## src/rtl/fazyrv_pkg.sv

```systemverilog
// Shared definitions for the FazyRV compare path.
// Provides the cond_i encodings (equality / less-than) and the state encoding
// of the chunk-sequential compare FSM.
package fazyrv_pkg;

  // cond_i encodings
  localparam logic CMP_EQ = 1'b0;
  localparam logic CMP_LT = 1'b1;

  // State encoding: bit 0 doubles as busy, bit 1 doubles as done, so both
  // outputs come straight off the state flops.
  localparam logic [1:0] ST_IDLE_ENC = 2'b00;
  localparam logic [1:0] ST_RUN_ENC  = 2'b01;
  localparam logic [1:0] ST_DONE_ENC = 2'b10;

  typedef enum logic [1:0] {
    ST_IDLE = ST_IDLE_ENC,
    ST_RUN  = ST_RUN_ENC,
    ST_DONE = ST_DONE_ENC
  } state_t;

endpackage

```

## src/rtl/fazyrv_cmp.sv

```systemverilog
// Combinational chunk comparator: flags a < b and a > b for one chunk pair.
// Ports: a_i/b_i chunk operands, inv_msb_i flips both MSBs (signed top chunk),
//        lo_o = a < b, gr_o = a > b. No state, no latency.
module fazyrv_cmp #(
  parameter int BWIDTH = 2
) (
  input  logic [BWIDTH-1:0] a_i,
  input  logic [BWIDTH-1:0] b_i,
  input  logic              inv_msb_i,
  output logic              lo_o,
  output logic              gr_o
);

  logic [BWIDTH-1:0] a_m;
  logic [BWIDTH-1:0] b_m;

  // Flipping the sign bit of both operands maps two's-complement order onto
  // unsigned order, so one unsigned comparator serves both cases.
  always_comb begin
    a_m = a_i;
    b_m = b_i;
    a_m[BWIDTH-1] = a_i[BWIDTH-1] ^ inv_msb_i;
    b_m[BWIDTH-1] = b_i[BWIDTH-1] ^ inv_msb_i;
    lo_o = (a_m < b_m);
    gr_o = (a_m > b_m);
  end

endmodule

```

## src/rtl/fazyrv_cmp_seq.sv

```systemverilog
// Chunk-sequential compare: accumulates per-chunk lo/gr/eq (LSB chunk first)
// into the branch / set-less-than decision.
// Ports: clk_i, rst_i (async, active-high); start_i with sgn_i/cond_i/neg_i
//        begins a compare; vld_i/a_i/b_i supply chunks; busy_o, done_o (pulse),
//        res_o, lt_o, eq_o report the result.
module fazyrv_cmp_seq
  import fazyrv_pkg::*;
#(
  parameter int BWIDTH = 2,
  parameter int XLEN   = 32
) (
  input  logic              clk_i,
  input  logic              rst_i,
  input  logic              start_i,
  input  logic              sgn_i,
  input  logic              cond_i,
  input  logic              neg_i,
  input  logic              vld_i,
  input  logic [BWIDTH-1:0] a_i,
  input  logic [BWIDTH-1:0] b_i,
  output logic              busy_o,
  output logic              done_o,
  output logic              res_o,
  output logic              lt_o,
  output logic              eq_o
);

  localparam int CHUNKS = XLEN / BWIDTH;
  localparam int CW     = (CHUNKS > 1) ? $clog2(CHUNKS) : 1;
  localparam logic [CW-1:0] LAST = CW'(CHUNKS - 1);

  state_t        state, state_n;
  logic [CW-1:0] cnt;
  logic          lt, eq;
  logic          sgn, cond, neg;
  logic          lo, gr;
  logic          last_chunk;
  logic          accept;

  assign last_chunk = (cnt == LAST);
  // A chunk only counts in RUN and never in the cycle a restart is requested.
  assign accept     = (state == ST_RUN) && vld_i && !start_i;

  fazyrv_cmp #(
    .BWIDTH (BWIDTH)
  ) u_cmp (
    .a_i       (a_i),
    .b_i       (b_i),
    .inv_msb_i (sgn & last_chunk),
    .lo_o      (lo),
    .gr_o      (gr)
  );

  // State register
  always_ff @(posedge clk_i or posedge rst_i) begin
    if (rst_i) begin
      state <= ST_IDLE;
    end else begin
      state <= state_n;
    end
  end

  // Next-state logic; start_i restarts from any state.
  always_comb begin
    state_n = state;
    if (start_i) begin
      state_n = ST_RUN;
    end else begin
      case (state)
        ST_IDLE: state_n = ST_IDLE;
        ST_RUN:  if (vld_i && last_chunk) state_n = ST_DONE;
        ST_DONE: state_n = ST_IDLE;
        default: state_n = ST_IDLE;
      endcase
    end
  end

  // Accumulator and latched compare mode
  always_ff @(posedge clk_i or posedge rst_i) begin
    if (rst_i) begin
      cnt  <= '0;
      lt   <= 1'b0;
      eq   <= 1'b1;
      sgn  <= 1'b0;
      cond <= CMP_EQ;
      neg  <= 1'b0;
    end else if (start_i) begin
      cnt  <= '0;
      lt   <= 1'b0;
      eq   <= 1'b1;
      sgn  <= sgn_i;
      cond <= cond_i;
      neg  <= neg_i;
    end else if (accept) begin
      // A strictly ordered higher chunk overrides whatever lower chunks said;
      // an equal chunk leaves the lower-chunk verdict standing.
      if (lo) begin
        lt <= 1'b1;
      end else if (gr) begin
        lt <= 1'b0;
      end
      eq  <= eq & (a_i == b_i);
      cnt <= last_chunk ? '0 : cnt + CW'(1);
    end
  end

  assign busy_o = state[0];
  assign done_o = state[1];
  assign lt_o   = lt;
  assign eq_o   = eq;
  assign res_o  = ((cond == CMP_LT) ? lt : eq) ^ neg;

endmodule
```

## config.mk

```make
export PLATFORM = sky130hd
export DESIGN_NAME = fazyrv_cmp_seq
export DESIGN_NICKNAME = d
export VERILOG_FILES = /design/src/rtl/fazyrv_pkg.sv /design/src/rtl/fazyrv_cmp.sv /design/src/rtl/fazyrv_cmp_seq.sv
export SDC_FILE = /design/constraint.sdc
export NUM_CORES = 1
export LEC_CHECK = 0
export CAP_MARGIN = 20
export CORE_MARGIN = 5
export CORE_UTILIZATION = 32
export CTS_BUF_LIST = sky130_fd_sc_hd__clkbuf_8
export CTS_CLUSTER_SIZE = 30
export DETAILED_ROUTE_END_ITERATION = 8
export SETUP_SLACK_MARGIN = 0.05
export SLEW_MARGIN = 40
export SYNTH_ARGS = -nofsm -noshare
export SYNTH_HDL_FRONTEND = slang
export SYNTH_SLANG_ARGS = --single-unit
```

## constraint.sdc

```tcl
create_clock -name clk_i -period 3.7 [get_ports clk_i]
set_clock_uncertainty 0.2 [all_clocks]
set_input_delay 0.555 -clock clk_i [delete_from_list [all_inputs] [get_ports clk_i]]
set_output_delay 0.555 -clock clk_i [all_outputs]
set_load 0.005 [all_outputs]
```

==> metrics.md <==
| Metric | Value |
|---|---|
| FP Rows | `15` |
| Distinct cells, synth | `27` |
| RSZ-0062 raised after global routing | `no` |
| Synth top area share | `between 40% and 50%` |
| Slew headroom | `between 60 and 70%` |
| Avg Inst Size Synth | `9.93 um^2` |
| Root Buffer | `clkbuf_8` |
| Number of max-cap violations | `0` |
| Fraction of layout cells with a size suffix above 1 | `14.5%` |
| Storage cell area | `about 280 um^2` |
| CTS tree | `yes` |
| Sw Share | `a little under a quarter` |
| Leakage | `roughly 0.34 nW` |
| Cts bufs inserted | `3` |
| Ant diodes | `0` |
| Post-Syn Nets | `73` |
| Post-synthesis sequential area ratio | `46.4%` |
| Seq pwr share | `43.9%` |
| CTS clk-pin slew, worst paths | `50 ps` |
| DPL Wire Length | `882 um` |
| VDD IR-drop max | `332 uV` |
| Final min period | `between 2000 and 2500 ps` |
| Ys async rst share | `100%` |
| Pwr Density | `377 nW/um^2` |
| Leading area contributor after synthesis | `dfrtp_1` |
| Core area | `1750 um^2` |
| Placed Instances | `slightly below 100` |
| Commonest cells post-synth | `nand2_1, dfrtp_1, inv_1, mux2_2, nor2_1` |
| Comb pwr share | `15.8%` |
| Worst hold path class | `reg2reg` |
| Crit path launch type | `register` |
| Critical Path AT | `1530 ps` |
| Area Overhead vs Synth | `34.5%` |
| Global route total overflow | `0` |
| Final non-filler cell total | `roughly 100` |
| Top cells by area, synth | `dfrtp_1, nand2_1, mux2_2, dfstp_2, ha_1` |
| Multi-input combinational cell area | `about 290 um^2` |
| Slew at the pin with the worst max-slew slack | `between 400 and 500 ps` |
| Status | `finished clean` |
| EDFF count, synth | `0` |
| Die W | `~53 um` |
| Starting Density | `34.1%` |
| Die area | `about 2800 um^2` |
| Antenna violations before repair | `0` |
| Number of global-route vias before repair | `473` |
| Main synth FF type | `dfrtp_1` |
| Initial DRT Pass Iterations | `2` |
| Remaining antenna violation count | `0` |
| Port bufs | `15` |
| Fin. Hold Viols | `0` |
| Critical path capture point type | `output pin` |
| Crit Path Max Fanout | `3` |
| Clk_lat worst skew | `between 200 and 250 ps` |
| Final Max Tran Viols | `0` |
| Fmax | `438 MHz` |
| Most frequent cell after synthesis | `nand2_1` |
| Seq cells post-synth | `11` |
| CTS H-Tree Depth | `1` |
| Routability cong. | `0.714` |
| Nets | `90` |
| Fill cells | `181` |
| Worst EP required | `2940 ps` |
| Post-CTS Hold Buffers | `0` |
| I/O pins | `16` |
| Synthesis Warnings | `0` |
| CTS Buffer Depth | `2` |
| Internal | `0.000230 W` |
| Setup CP Type | `reg2out` |
| Clock share of power | `approximately 40%` |
| Setup bufs post-CTS | `0` |
| Vert. Die Dim | `about 53 um` |
| P_sw | `slightly above 0.00007 W` |
| Mapped cell area | `596 um^2` |
| Fin Setup TNS | `0 ps` |
| Final setup violating endpoints | `0` |
| DRC | `0` |
| Clk sink count | `11` |
| Pin count of the biggest net entering global routing | `12` |
| Post-Route WL | `between 1000 and 1500 um` |
| Via count | `478` |
| Post-CTS sizing | `0` |
| 1st-iter DRT viols | `5` |
| Period utilization | `61.7%` |
| Drt wl/cell | `between 10 and 15 um` |
| Drt via density | `4.73` |
| Post-synthesis cell count | `60` |
| GR Util All Layers | `10.3%` |
| First-pass GRT wire length | `1970 um` |
==> final timing paths <==
path	startpoint	end	slack (ps)	depth (start not counted)
max in group asynchronous	rst_i	eq_o$_DFFE_PP1P_	2570	2
max	eq_o$_DFFE_PP1P_	res_o	1420	3
min in group asynchronous	rst_i	cond$_DFFE_PP0P_	410	2
max reg2reg	cnt[0]$_DFFE_PP0P_	cnt[3]$_DFFE_PP0P_	2070	5
min reg2reg	eq_o$_DFFE_PP1P_	eq_o$_DFFE_PP1P_	320	1
min	eq_o$_DFFE_PP1P_	eq_o$_DFFE_PP1P_	320	1
==> layer usage <==
metal / share of wire, % / up-vias / track usage (%)
li1: - / 235 / -
met1: 42 / 231 / 9.86
met2: 50 / 8 / 17.4
met3: 4.8 / 4 / 4.23
met4: 3.2 / 0 / 7.66
met5: 0 / - / 0
==> flip-flops by register name (all words and copies together), names as in the netlist <==
signal	cells
cnt	4
cond	1
eq_o	1
lt_o	1
neg	1
sgn	1
state	2
==> layout by cell type, fill, tap and decap left out <==
master and n:
o21ai_0 2, ha_1 2, nand4_1 1, nand3_1 2, inv_1 4, dfrtp_1 10, and2b_2 1, nand2_1 11
a21oi_2 1, mux2i_1 1, a21bo_2 1, mux2_2 3, dfstp_2 1, a21o_1 2, or3_1 2, maj3_1 1
xor2_1 1, a31oi_1 1, clkbuf_8 3, xnor2_1 2, nand3b_1 1, and3b_1 1, nor2_1 3, and3_1 1
nor2b_2 1, a21oi_1 2, clkdlybuf4s50_1 15
==> final cells by class <==
class	count	area share, %
clock buffers	3	5.16
multi-input cells	43	35.8
clock inverters	1	0.469
well taps	25	3.91
inverters	3	1.41
flip-flops and latches	11	34.5
repair buffers	15	18.8
==> critical path: stages (launching register included) <==
cell and delay, ps:
dfstp_2 540, mux2i_1 80, xnor2_1 140, clkdlybuf4s50_1 530
==> power groups by stage <==
stage                     Clock [W]  Combinational [W]  Sequential [W]
after CTS                  0.000128          0.0000487        0.000133
after global placement            0          0.0000475        0.000135
after detailed placement          0          0.0000485        0.000135
final                      0.000122          0.0000476        0.000133
after global routing       0.000130          0.0000530        0.000134
after floorplan                   0          0.0000248        0.000134
==> cells by family (layout without fill, tap and decap cells) <==
family	count (synthesis)	count (layout)	synth area share, %
flip-flops	11	11	46.4
XOR/XNOR	3	3	4.41
AND/OR/NAND/NOR	24	24	20.4
AO/OA/AOI/OAI	9	9	10.1
buffers and inverters	6	22	5.46
multiplexers	4	4	7.35
adder cells (fa/ha/maj)	3	3	5.88
==> through the flow <==
stage	area, um^2	worst slack, ps	total power [W]	util, %	hold slack, ps
floorplan	596	2080	0.000159	-	207
global placement	756	1580	0.000182	43.3	309
detailed placement	756	1560	0.000183	43.3	311
CTS	801	1390	0.000309	45.9	319
global route	801	1320	0.000317	45.9	330
finish	801	1420	0.000302	45.9	317
Power figures use the tool's default switching activity.
